### src/rtl/bp_addr_gen_bank.sv
// bp_addr_gen_bank
// Address-generation bank for the LSTM backpropagation-through-time engine.
// Three sequencers share one clock and reset:
//   - delta sequencer : activation read address and delta-gate write address,
//                       one slot of DELTA_TIME enabled cycles per cell
//   - dstate sequencer: cell-state-delta read address and its write address,
//                       the latter delayed DSTATE_DELAY clocks
//   - dwu sequencer   : delta-gate and weight read addresses for the
//                       delta x weight accumulation, with DWU_DELAY idle
//                       cycles after every NUM_CELL run
// Ports:
//   clk              rising-edge clock
//   rst              synchronous active-high reset, priority over enables
//   en_delta         advances the delta and dstate sequencers
//   en_dwu           advances the dwu sequencer
//   o_addr_aioht     a/i/o/h/target read address   (t*NUM_CELL+n)
//   o_addr_dgates    delta-gate write address (previous slot's aioht)
//   o_addr_dstate_rd dstate read address           (n)
//   o_addr_dstate_wr dstate write address (rd delayed DSTATE_DELAY clocks)
//   o_addr_d         delta-gate read address       (t*NUM_CELL+i)
//   o_addr_w         weight read address           (i*NUM_INPUT+j)
// DSTATE_DELAY must be at least 1.

module bp_addr_gen_bank #(
  parameter int unsigned ADDR_WIDTH   = 12,
  parameter int unsigned NUM_CELL     = 8,
  parameter int unsigned NUM_INPUT    = 53,
  parameter int unsigned TIMESTEP     = 7,
  parameter int unsigned DELTA_TIME   = 12,
  parameter int unsigned DSTATE_DELAY = 12,
  parameter int unsigned DWU_DELAY    = 2
) (
  input  logic                  clk,
  input  logic                  rst,
  input  logic                  en_delta,
  input  logic                  en_dwu,
  output logic [ADDR_WIDTH-1:0] o_addr_aioht,
  output logic [ADDR_WIDTH-1:0] o_addr_dgates,
  output logic [ADDR_WIDTH-1:0] o_addr_dstate_rd,
  output logic [ADDR_WIDTH-1:0] o_addr_dstate_wr,
  output logic [ADDR_WIDTH-1:0] o_addr_d,
  output logic [ADDR_WIDTH-1:0] o_addr_w
);

  localparam int unsigned PH_W     = (DELTA_TIME > 1) ? $clog2(DELTA_TIME) : 1;
  localparam int unsigned N_W      = (NUM_CELL > 1)   ? $clog2(NUM_CELL)   : 1;
  localparam int unsigned T_W      = (TIMESTEP > 1)   ? $clog2(TIMESTEP)   : 1;
  localparam int unsigned J_W      = (NUM_INPUT > 1)  ? $clog2(NUM_INPUT)  : 1;
  localparam int unsigned G_W      = (DWU_DELAY > 1)  ? $clog2(DWU_DELAY)  : 1;
  localparam int unsigned GAP_LAST = (DWU_DELAY > 0)  ? DWU_DELAY - 1      : 0;

  localparam logic [ADDR_WIDTH-1:0] ADDR_T0 = ADDR_WIDTH'((TIMESTEP - 1) * NUM_CELL);

  // ---------------------------------------------------------------------------
  // Delta / dstate-read sequencer
  // ---------------------------------------------------------------------------
  logic [PH_W-1:0]       ph_q, ph_nxt;
  logic [T_W-1:0]        t_q, t_nxt;
  logic [N_W-1:0]        n_q, n_nxt;
  logic [ADDR_WIDTH-1:0] aioht_nxt, dgates_nxt, dstate_rd_nxt;

  // Slot advance happens on the last phase of a slot; dgates captures the
  // address of the slot that just finished.
  always_comb begin
    ph_nxt     = ph_q;
    t_nxt      = t_q;
    n_nxt      = n_q;
    dgates_nxt = o_addr_dgates;
    if (en_delta) begin
      if (ph_q == PH_W'(DELTA_TIME - 1)) begin
        ph_nxt     = '0;
        dgates_nxt = o_addr_aioht;
        if (n_q == N_W'(NUM_CELL - 1)) begin
          n_nxt = '0;
          t_nxt = (t_q == '0) ? T_W'(TIMESTEP - 1) : t_q - T_W'(1);
        end else begin
          n_nxt = n_q + N_W'(1);
        end
      end else begin
        ph_nxt = ph_q + PH_W'(1);
      end
    end
    aioht_nxt     = ADDR_WIDTH'(t_nxt) * ADDR_WIDTH'(NUM_CELL) + ADDR_WIDTH'(n_nxt);
    dstate_rd_nxt = ADDR_WIDTH'(n_nxt);
  end

  always_ff @(posedge clk) begin
    if (rst) begin
      ph_q             <= '0;
      t_q              <= T_W'(TIMESTEP - 1);
      n_q              <= '0;
      o_addr_aioht     <= ADDR_T0;
      o_addr_dgates    <= ADDR_T0;
      o_addr_dstate_rd <= '0;
    end else begin
      ph_q             <= ph_nxt;
      t_q              <= t_nxt;
      n_q              <= n_nxt;
      o_addr_aioht     <= aioht_nxt;
      o_addr_dgates    <= dgates_nxt;
      o_addr_dstate_rd <= dstate_rd_nxt;
    end
  end

  // ---------------------------------------------------------------------------
  // Dstate write delay line: free-running, independent of en_delta
  // ---------------------------------------------------------------------------
  logic [ADDR_WIDTH-1:0] dstate_dly_q [DSTATE_DELAY];

  always_ff @(posedge clk) begin
    if (rst) begin
      for (int k = 0; k < int'(DSTATE_DELAY); k++) begin
        dstate_dly_q[k] <= '0;
      end
    end else begin
      dstate_dly_q[0] <= o_addr_dstate_rd;
      for (int k = 1; k < int'(DSTATE_DELAY); k++) begin
        dstate_dly_q[k] <= dstate_dly_q[k-1];
      end
    end
  end

  assign o_addr_dstate_wr = dstate_dly_q[DSTATE_DELAY-1];

  // ---------------------------------------------------------------------------
  // Dwu accumulation sequencer
  // ---------------------------------------------------------------------------
  typedef enum logic {
    DWU_RUN,
    DWU_GAP
  } dwu_state_t;

  dwu_state_t            dwu_state_q, dwu_state_nxt;
  logic [T_W-1:0]        tw_q, tw_nxt;
  logic [J_W-1:0]        j_q, j_nxt;
  logic [N_W-1:0]        i_q, i_nxt;
  logic [G_W-1:0]        g_q, g_nxt;
  logic                  row_done;
  logic [ADDR_WIDTH-1:0] d_nxt, w_nxt;

  // Run walks i across the cells; the gap holds outputs; row_done starts the
  // next input column (and timestep when the columns wrap).
  always_comb begin
    dwu_state_nxt = dwu_state_q;
    tw_nxt        = tw_q;
    j_nxt         = j_q;
    i_nxt         = i_q;
    g_nxt         = g_q;
    row_done      = 1'b0;
    if (en_dwu) begin
      case (dwu_state_q)
        DWU_RUN: begin
          if (i_q == N_W'(NUM_CELL - 1)) begin
            if (DWU_DELAY == 0) begin
              row_done = 1'b1;
            end else begin
              dwu_state_nxt = DWU_GAP;
              g_nxt         = '0;
            end
          end else begin
            i_nxt = i_q + N_W'(1);
          end
        end
        DWU_GAP: begin
          if (g_q == G_W'(GAP_LAST)) begin
            dwu_state_nxt = DWU_RUN;
            row_done      = 1'b1;
          end else begin
            g_nxt = g_q + G_W'(1);
          end
        end
        default: dwu_state_nxt = DWU_RUN;
      endcase
      if (row_done) begin
        i_nxt = '0;
        if (j_q == J_W'(NUM_INPUT - 1)) begin
          j_nxt  = '0;
          tw_nxt = (tw_q == '0) ? T_W'(TIMESTEP - 1) : tw_q - T_W'(1);
        end else begin
          j_nxt = j_q + J_W'(1);
        end
      end
    end
    d_nxt = ADDR_WIDTH'(tw_nxt) * ADDR_WIDTH'(NUM_CELL) + ADDR_WIDTH'(i_nxt);
    w_nxt = ADDR_WIDTH'(i_nxt) * ADDR_WIDTH'(NUM_INPUT) + ADDR_WIDTH'(j_nxt);
  end

  always_ff @(posedge clk) begin
    if (rst) begin
      dwu_state_q <= DWU_RUN;
      tw_q        <= T_W'(TIMESTEP - 1);
      j_q         <= '0;
      i_q         <= '0;
      g_q         <= '0;
      o_addr_d    <= ADDR_T0;
      o_addr_w    <= '0;
    end else begin
      dwu_state_q <= dwu_state_nxt;
      tw_q        <= tw_nxt;
      j_q         <= j_nxt;
      i_q         <= i_nxt;
      g_q         <= g_nxt;
      o_addr_d    <= d_nxt;
      o_addr_w    <= w_nxt;
    end
  end

endmodule

### config.mk
export PLATFORM = sky130hd
export DESIGN_NAME = bp_addr_gen_bank
export DESIGN_NICKNAME = d
export VERILOG_FILES = /design/src/rtl/bp_addr_gen_bank.sv
export SDC_FILE = /design/constraint.sdc
export NUM_CORES = 1
export LEC_CHECK = 0
export ABC_CLOCK_PERIOD_IN_PS = 9100
export BUFFER_PORTS_ARGS = -buffer_cell sky130_fd_sc_hd__buf_2
export CAP_MARGIN = 20
export CORE_AREA = 2 2 60 118
export DETAILED_ROUTE_END_ITERATION = 16
export DIE_AREA = 0 0 62 120
export PLACE_DENSITY = 0.88
export SETUP_SLACK_MARGIN = 0.15
export SLEW_MARGIN = 5
export SYNTH_ARGS = -nofsm -noshare
export SYNTH_HDL_FRONTEND = slang
export SYNTH_SLANG_ARGS = --single-unit
### constraint.sdc
create_clock -name clk -period 9.1 [get_ports clk]
set_input_delay 0.455 -clock clk [delete_from_list [all_inputs] [get_ports clk]]
set_output_delay 0.455 -clock clk [all_outputs]
set_load 0.05 [all_outputs]
==> results.cfg <==
[grt]
antenna_found_initial = 0
grt_max_degree = 80
grt_first_pass_wirelength_um = 9310
first_global_vias = 2215
grt.overflow.total = 0
grt_use_total = 0.166

[floorplanning]
coreArea_mm2 = 0.00657
die_w_um = 62
rows = 42
dieArea_mm2 = 0.00744
io_pins = 76
start_util = 0.529
die_h_um = 120

[yosys]
synth_edf_count = 0
ys_async_sr_fraction = 0
synth_top_flop_cell = dfxtp_1
synth_area_mm2 = 0.00348
synth.distinct_cells = 55
syn_area_per_cell_um2 = 9.66
synth_area_leaders = dfxtp_1 44%, ha_1 10%, buf_4 9.9%
synth_top_cell_by_area = dfxtp_1
yosys_warnings = 0
syn-instance-count = 360
yosys_register_bits = 76
seq_area_frac_synth = 0.438
synth_top_area_frac = 0.438

[placed_design]
routabilityCongestion = 0.841
dp_hpwl_um = 3790
dpl_worst_slack_ps = 5870
io_buffer_count = 37

[critical_path]
worstPathArrival_ps = 3460
r2r_slack_ps = 5860
cp-start-kind = flop
endpoint = o_addr_w[9]
worstSetupEndpointType = flop
r2r_start = i_q[0]
cp_data_required_time_ps = 9330
crit_path_start = i_q[0]
ff2ff_path_depth = 13
cp_max_fo = 8
path_class = flop to flop
r2r_end = o_addr_w[9]

[clock_tree]
cts_tree = yes
cts-root-buf = clkbuf_16
postCtsResizedCells = 0
clk_pin_slew_ps = 60
clock_path_buffers = 2
ctsHoldBuffers = 0
cts.sinks = 76
cts_buffers = 9
htreeDepth = 3
postCtsSetupRepairBufs = 0
clk_latency_ps = 330

[drt]
ant_nets = 0
dr.pass1.iters = 6
routedWlPerCell_um = 11.4
vias = 2378
drt_iter0_markers = 89
post-route-drc-count = 0
detail_route.vias_per_cell = 4.92
wl_um = 5520

[sta]
worst_pin_slew_ps = 751
holdWs_ps = 437
skew_ps = 4.39
slew_headroom = 0.500
max_freq_ghz = 0.309
fin_ws_ps = 5860
setup_viol = 0
drv_slew = 0
hold_viol = 0
fin_crit_ps = 3240
rsz0062_at_grt = false
period_share = 0.356
fin_setup_tns_ps = 0

[power_and_ir_drop]
peakVddDrop_uv = 126
power_density_mw_per_mm2 = 219
seqPwrFrac = 0.410
p_sw_uw = 251
leakage_nw = 1.80
p_sw_frac = 0.298
p_total_uw = 842
p_int_uw = 591
clkPwrFrac = 0.429
comb_power_share = 0.161

[final_layout]
multiInputGateArea_mm2 = 0.00165
seqCellArea_mm2 = 0.00152
areaGrowthSynthToFinish_pct = 10.3
nets = 424
antennaDiodeCount = 0
drive_above_1_share = 0.172
n_fill_cell = 584

[run]
maxCapViolCount = 0

[hold_path]
hold_path_class = flop to flop

[status]
outcome = complete, no violations
## cell type report
cell class	instances	area share
clock inverters	7	0.0215
clock buffers	9	0.0587
inverters	13	0.0127
well taps	88	0.0287
flip-flops and latches	76	0.397
multi-input cells	252	0.431
repair buffers	38	0.0502
## synthesized netlist by cell type, types with 5 or more instances
cell,n
inv_1,12
o21ai_0,9
ha_1,29
clkbuf_1,7
dfxtp_1,76
mux2i_1,5
nor3_1,11
a21oi_1,14
nor2_1,21
nand2_1,21
buf_4,46
nor2b_1,45
## cells by family after synthesis
logic type | count (synthesis) | share of synthesized area
mux | 5 | 0.0144
compound gates | 49 | 0.0954
fa+ha+maj | 30 | 0.110
buf+inv | 69 | 0.126
other cells | 1 | 0.00108
xor+xnor | 6 | 0.0151
simple gates | 124 | 0.200
flops | 76 | 0.438
## power groups by stage
stage | Clock [mW] | Sequential [mW] | Combinational, mW
after floorplan | 0 | 0.380 | 0.0994
after CTS | 0.369 | 0.345 | 0.136
after global routing | 0.383 | 0.346 | 0.149
after detailed placement | 0 | 0.352 | 0.135
after global placement | 0 | 0.352 | 0.133
final | 0.361 | 0.345 | 0.136
## metrics by stage
stage               cells  utilization  instance area [µm²]
finish                483        0.584                 3830
CTS                   483        0.584                 3830
floorplan             397            -                 3610
detailed placement    467        0.537                 3530
global route          483        0.584                 3830
global placement      467        0.537                 3530
## registers in the layout, indices dropped and copies added, names as in the netlist
signal,cells
n_q,2
dstate_dly_q,36
o_addr_d,1
t_q,3
g_q,1
ph_q,4
o_addr_dgates,6
o_addr_w,10
j_q,6
o_addr_aioht,1
dwu_state_q,1
tw_q,3
i_q,2
## how the worst min path moves through the flow
| stage | start | endpoint | slack (ps) | cells after the start |
|---|---|---|---|---|
| after global routing | dstate_dly_q[2][25] | dstate_dly_q[2][37] | 450 | 1 |
| after CTS | dstate_dly_q[2][14] | dstate_dly_q[2][26] | 440 | 1 |
| after global placement | dstate_dly_q[2][14] | dstate_dly_q[2][26] | 420 | 1 |
| final | dstate_dly_q[2][14] | dstate_dly_q[2][26] | 440 | 1 |
| after floorplan | dstate_dly_q[0][0] | dstate_dly_q[0][12] | 410 | 1 |
| after detailed placement | dstate_dly_q[2][14] | dstate_dly_q[2][26] | 420 | 1 |
## layer usage
| metal | track usage | share of wire | vias up |
|---|---|---|---|
| met1 | 0.176 | 0.39 | 1089 |
| met4 | 0.0878 | 0.026 | 0 |
| li1 | - | - | 1181 |
| met3 | 0.0539 | 0.061 | 14 |
| met5 | 0 | 0 | - |
| met2 | 0.274 | 0.52 | 94 |
## critical path: stages, from the launching register on
cell and delay, ps:
dfxtp_1 350, ha_1 260, a21bo_2 240, nand3b_1 170, a21oi_2 300, ha_1 320, xor2_1 160, ha_1 180
a21o_1 150, ha_1 370, o211a_1 140, o31a_1 110, o21a_1 200, o21ba_2 190
## layout by cell type (no fill, tap or decap), drive strengths merged, types with 2 or more instances in the layout
| cell type | netlist | layout |
|---|---|---|
| dfxtp | 76 | 76 |
| nor2b | 45 | 45 |
| conb | 1 | 38 |
| buf | 49 | 38 |
| ha | 29 | 29 |
| nand2 | 22 | 22 |
| nor2 | 21 | 21 |
| inv | 13 | 16 |
| a21oi | 15 | 15 |
| nor3 | 12 | 12 |
| o21ai | 10 | 10 |
| clkbuf | 7 | 9 |
| mux2i | 5 | 5 |
| xor2 | 4 | 4 |
| a21o | 4 | 4 |
| a211o | 4 | 4 |
| nand3 | 4 | 4 |
| nand4 | 4 | 4 |
| o21a | 3 | 3 |
| nand3b | 2 | 2 |
| o21bai | 2 | 2 |
| xnor2 | 2 | 2 |
| nand2b | 2 | 2 |
| a211oi | 2 | 2 |
| clkinvlp | 0 | 2 |
| and3 | 2 | 2 |
| or2 | 2 | 2 |
(Power assumes the default switching activity.)
